**config.mk**
```make
export PLATFORM = sky130hd
export DESIGN_NAME = key_pulse_gen
export DESIGN_NICKNAME = d
export VERILOG_FILES = /design/src/rtl/key_pulse_gen.sv
export SDC_FILE = /design/constraint.sdc
export NUM_CORES = 1
export LEC_CHECK = 0
export CAP_MARGIN = 40
export CORE_ASPECT_RATIO = 1.25
export CORE_MARGIN = 8
export CORE_UTILIZATION = 30
export DETAILED_ROUTE_END_ITERATION = 12
export GPL_TIMING_DRIVEN = 0
export PLACE_DENSITY = 0.53
export SLEW_MARGIN = 20
export SYNTH_ARGS = -nofsm -noshare
export SYNTH_HDL_FRONTEND = slang
export SYNTH_SLANG_ARGS = --single-unit
```
**constraint.sdc**
```tcl
create_clock -name clk -period 2.39 [get_ports clk]
set_input_delay 0.717 -clock clk [delete_from_list [all_inputs] [get_ports clk]]
set_output_delay 0.717 -clock clk [all_outputs]
set_load 0.02 [all_outputs]
```
**src/rtl/key_pulse_gen.sv**
```systemverilog
// Debounced key front end: one-cycle press pulse plus optional auto-repeat, and a debounced level.
// Latency: DEBOUNCE_CYCLES+2 edges from pin to pulse/key_state; no backpressure, pulses are fire-and-forget.
module key_pulse_gen #(
    parameter int DEBOUNCE_CYCLES = 1_000_000,
    parameter int HOLD_CYCLES     = 25_000_000,
    parameter int REPEAT_CYCLES   = 5_000_000,
    parameter int CNT_W           = 25,
    parameter int ACTIVE_LOW      = 1
) (
    input  logic clk,
    input  logic rst_n,
    input  logic key_in,
    input  logic repeat_en,
    output logic pulse,
    output logic key_state
);

    typedef enum logic [1:0] {
        ST_IDLE   = 2'd0,
        ST_HELD   = 2'd1,
        ST_REPEAT = 2'd2
    } state_t;

    localparam logic             C_INV    = (ACTIVE_LOW != 0);
    localparam logic [CNT_W-1:0] DB_LAST  = CNT_W'(DEBOUNCE_CYCLES - 1);
    localparam logic [CNT_W-1:0] HOLD_LAST = CNT_W'(HOLD_CYCLES - 1);
    localparam logic [CNT_W-1:0] REP_LAST = CNT_W'(REPEAT_CYCLES - 1);
    localparam logic [CNT_W-1:0] C_ONE    = CNT_W'(1);

    state_t           r_state;
    state_t           w_state_nxt;
    logic             r_sync1;
    logic             r_sync2;
    logic [CNT_W-1:0] r_db_cnt;
    logic [CNT_W-1:0] r_tmr;
    logic             r_pulse;
    logic             r_key_state;
    logic [CNT_W-1:0] w_db_cnt_nxt;
    logic [CNT_W-1:0] w_tmr_nxt;
    logic             w_pulse_nxt;
    logic             w_key_state_nxt;
    logic             w_differ;
    logic             w_db_done;
    logic             w_hold_due;
    logic             w_rep_due;

    // Normalise polarity before the synchroniser so 1 always means pressed.
    always_ff @(posedge clk or negedge rst_n) begin
        if (!rst_n) begin
            r_sync1 <= 1'b0;
            r_sync2 <= 1'b0;
        end else begin
            r_sync1 <= key_in ^ C_INV;
            r_sync2 <= r_sync1;
        end
    end

    assign w_differ   = (r_sync2 != r_key_state);
    assign w_db_done  = w_differ && (r_db_cnt == DB_LAST);
    assign w_hold_due = repeat_en && (r_tmr == HOLD_LAST);
    assign w_rep_due  = repeat_en && (r_tmr == REP_LAST);

    always_ff @(posedge clk or negedge rst_n) begin
        if (!rst_n) begin
            r_state <= ST_IDLE;
        end else begin
            r_state <= w_state_nxt;
        end
    end

    // Release acceptance outranks any repeat falling due on the same edge.
    always_comb begin
        w_state_nxt = r_state;
        case (r_state)
            ST_IDLE: begin
                if (w_db_done) begin
                    w_state_nxt = ST_HELD;
                end
            end
            ST_HELD: begin
                if (w_db_done) begin
                    w_state_nxt = ST_IDLE;
                end else if (w_hold_due) begin
                    w_state_nxt = ST_REPEAT;
                end
            end
            ST_REPEAT: begin
                if (w_db_done) begin
                    w_state_nxt = ST_IDLE;
                end else if (!repeat_en) begin
                    w_state_nxt = ST_HELD;
                end
            end
            default: w_state_nxt = ST_IDLE;
        endcase
    end

    always_comb begin
        w_db_cnt_nxt    = (w_differ && !w_db_done) ? (r_db_cnt + C_ONE) : '0;
        w_tmr_nxt       = '0;
        w_pulse_nxt     = 1'b0;
        w_key_state_nxt = r_key_state;
        case (r_state)
            ST_IDLE: begin
                if (w_db_done) begin
                    w_pulse_nxt     = 1'b1;
                    w_key_state_nxt = 1'b1;
                end
            end
            ST_HELD: begin
                if (w_db_done) begin
                    w_key_state_nxt = 1'b0;
                end else if (w_hold_due) begin
                    w_pulse_nxt = 1'b1;
                end else if (repeat_en) begin
                    w_tmr_nxt = r_tmr + C_ONE;
                end
            end
            ST_REPEAT: begin
                if (w_db_done) begin
                    w_key_state_nxt = 1'b0;
                end else if (w_rep_due) begin
                    w_pulse_nxt = 1'b1;
                end else if (repeat_en) begin
                    w_tmr_nxt = r_tmr + C_ONE;
                end
            end
            default: w_key_state_nxt = 1'b0;
        endcase
    end

    always_ff @(posedge clk or negedge rst_n) begin
        if (!rst_n) begin
            r_db_cnt    <= '0;
            r_tmr       <= '0;
            r_pulse     <= 1'b0;
            r_key_state <= 1'b0;
        end else begin
            r_db_cnt    <= w_db_cnt_nxt;
            r_tmr       <= w_tmr_nxt;
            r_pulse     <= w_pulse_nxt;
            r_key_state <= w_key_state_nxt;
        end
    end

    assign pulse     = r_pulse;
    assign key_state = r_key_state;

endmodule
```
==> impl_metrics.tcl <==
set metrics [dict create \
    post-synth-top-area-cell "dfrtp_1" \
    leakage_nw 1.29 \
    p_clk_share_pct 42.4 \
    routed_wl_um 5600 \
    yosysWarnings 0 \
    arrival_ps 2380 \
    die_width_um 104 \
    setup-tns-final_ps 0 \
    cts_tree "yes" \
    fin_nets 333 \
    intPower_mw 1.39 \
    clock_latency_ps 290 \
    async_flop_share_pct 100 \
    ir_drop_mv 0.326 \
    worst_pin_slew_ps 728 \
    synthFlopType "dfrtp_1" \
    p_total_mw 1.75 \
    grt_max_degree 57 \
    synth_cells 306 \
    max_stage_delay_ps 580 \
    ctsHoldBuffers 0 \
    synth-compound-area-share_pct 3.68 \
    endpoint "r_tmr[9]$_DFF_PN0_" \
    synthMuxAreaShare_pct 0 \
    synthXorXnorAreaFrac_pct 14.1 \
    clock_sinks 56 \
    cap_violations 0 \
    finalMaxSlewViolations 0 \
    overflow 0 \
    synth.top_cells.by_area "dfrtp_1 (48%), xnor2_1 (8.7%), nor2_1 (8.2%)" \
    synth_top_family_by_area "simple AND/OR/NAND/NOR gates" \
    hold_class "reg -> reg" \
    areaGrowthSynthToFinish_pct 14.1 \
    startpoint "r_tmr[15]$_DFF_PN0_" \
    place_ws_ps -360 \
    fmax_ghz 0.455 \
    initial_core_util_pct 30.6 \
    power_density_nw_per_um2 524 \
    row_count 40 \
    power_switching_mw 0.362 \
    path_cells "or4b_4 -> nor4_4 -> a21boi_1 -> o2111ai_4 -> buf_6 -> nor2_1" \
    yosys.area_share.simple_pct 28.9 \
    dp_hpwl_um 3950 \
    yosysTopAreaCellShare_pct 47.9 \
    ys_ff_latch 56 \
    h-tree-depth 2 \
    coreArea_um2 9560 \
    dr.pass1.iters 4 \
    relSlewSlack_pct 51.0 \
    required_ps 2570 \
    startpoint_type "flop" \
    swShare_pct 20.7 \
    syn_nets 316 \
    finClkSkew_ps 9.60 \
    netlist_area_um2 2920 \
    final_common_cell "nor2_1" \
    wl_per_cell_um 12.4 \
    drt_iter0_drc 44 \
    port_buffers 5 \
    reg2reg_setup_slack_ps 190 \
    rr_startpoint "r_tmr[15]$_DFF_PN0_" \
    dp_cells 438 \
    holdWs_ps 357 \
    dieArea_um2 13200 \
    cts_made_buffers 5 \
    grt_use_total_pct 8.77 \
    worstPathMaxFanout 10 \
    finalSetupViolCount 0 \
    layout_common_cells "nor2_1 (64), dfrtp_1 (56), xnor2_1 (29), nand3_1 (24), nand2_1 (20)" \
    synthAdderAreaFrac_pct 2.57 \
    grt_pass1_wl_um 9890 \
    timing.rr.end "r_tmr[9]$_DFF_PN0_" \
    cts_buffer_depth 2 \
    clk_pin_slew_worst_paths_ps 70 \
    slowest_stage "or4b_4" \
    fillCellCount 978 \
    cts_root_buffer "clkbuf_16" \
    synth_edf_count 0 \
    antenna_found_initial 0 \
    fin_crit_sh_pct 92.0 \
    boundaryPins 6 \
    end_kind "flop" \
    period_needed_ps 2200 \
    synth_cell_types 35 \
    status "finished, final reports clean" \
    critPathKind "reg -> reg" \
    p_comb_share_pct 2.8 \
    drc 0 \
    hold_viol_final 0 \
    diodes 0 \
    fin_ws_ps 192 \
    fp.dieH_um 126 \
    multi_input_area_um2 1440 \
    synth_area_per_cell_um2 9.56 \
    num_vias 2129 \
    ff_latch_area_um2 1400 \
    fin_cells 450 \
    gp_congestion 0.794 \
    viasPerCell 4.73 \
    grt_pass1_vias 2137 \
    r2r_cells 6 \
    rsz0062_at_grt "false" \
    drive_gt1_share_pct 7.41 \
    pwr-share-seq_pct 54.9 \
    ys_seq_area_share_pct 47.9 \
    ant_nets 0 \
]
## layout make-up
type,instances,area share (%)
plain buffers,11,1.72
clock buffers,8,4.39
inverters,7,0.787
multi-input cells,232,43.2
flip-flops and latches,56,42.0
well taps,126,4.72
repair buffers,10,3.22
## flip-flops by register name, indices dropped and copies added, names as in the netlist
register and flops:
r_tmr 25, r_db_cnt 25, pulse 1, r_sync1 1, r_sync2 1, r_state 2
key_state 1
## power by group through the flow
stage               clock network [mW]  logic, mW  registers, mW
floorplan                            0     0.0155          0.977
global placement                     0     0.0456          0.978
detailed placement                   0     0.0515          0.978
CTS                              0.772     0.0513          0.959
global route                     0.805     0.0559          0.960
finish                           0.741     0.0484          0.960
## how the worst min path moves through the flow
stage	from	to	cells after the start
2_1_floorplan	r_sync1$_DFF_PN0_	r_sync2$_DFF_PN0_	0
3_3_place_gp	r_sync1$_DFF_PN0_	r_sync2$_DFF_PN0_	0
3_5_place_dp	r_sync1$_DFF_PN0_	r_sync2$_DFF_PN0_	0
4_1_cts	r_sync1$_DFF_PN0_	r_sync2$_DFF_PN0_	0
5_1_grt	r_sync1$_DFF_PN0_	r_sync2$_DFF_PN0_	0
6_report	r_sync1$_DFF_PN0_	r_sync2$_DFF_PN0_	0
## synthesized netlist by cell type, drive strengths merged, types with 3 or more instances
| cell | number |
|---|---|
| nor2 | 64 |
| dfrtp | 56 |
| xnor2 | 29 |
| nand3 | 24 |
| nand2 | 20 |
| xor2 | 18 |
| nor3 | 15 |
| nand4 | 13 |
| clkbuf | 9 |
| inv | 7 |
| and4 | 6 |
| ha | 6 |
| nor4 | 6 |
| and3 | 5 |
| or4 | 4 |
| or2 | 3 |
## repair_timing
action | CTS | global route
setup endpoints to repair | 20 | 27
gates resized for setup | 0 | 3
gates cloned | 0 | 0
buffers inserted | 2 | 2
pin swaps | 1 | 3
## cell families (layout without fill, tap and decap cells)
| kind of cell | count (synthesis) | in the layout |
|---|---|---|
| AOI/OAI and AO/OA | 12 | 12 |
| buffers and inverters | 18 | 36 |
| xor gates and xnor gates | 47 | 47 |
| DFF | 56 | 56 |
| adders and majority gates | 6 | 6 |
| and+or+nand+nor | 167 | 167 |
## routing by layer
| metal | vias up | part of all wire [%] | track usage [%] |
|---|---|---|---|
| met2 | 18 | 51 | 15.7 |
| met1 | 1031 | 45 | 10.2 |
| met5 | - | 0 | 0 |
| li1 | 1074 | - | - |
| met4 | 0 | 0.80 | 2.31 |
| met3 | 6 | 2.3 | 1.93 |
## per-stage QoR
| stage | area, µm² | utilization [%] |
|---|---|---|
| 3_5_place_dp | 3160 | 33.0 |
| 6_report | 3340 | 34.9 |
| 5_1_grt | 3340 | 34.9 |
| 3_3_place_gp | 3130 | 32.8 |
| 4_1_cts | 3320 | 34.7 |
| 2_1_floorplan | 2920 | - |
## worst max-delay path: cells and delay by family, from the launching register on
kind                   cells  cell delay (ps)
AO/OA/AOI/OAI              2              430
buffers and inverters      1              190
flip-flops                 1              430
AND/OR/NAND/NOR            3             1030
Power figures use the tool's default switching activity.
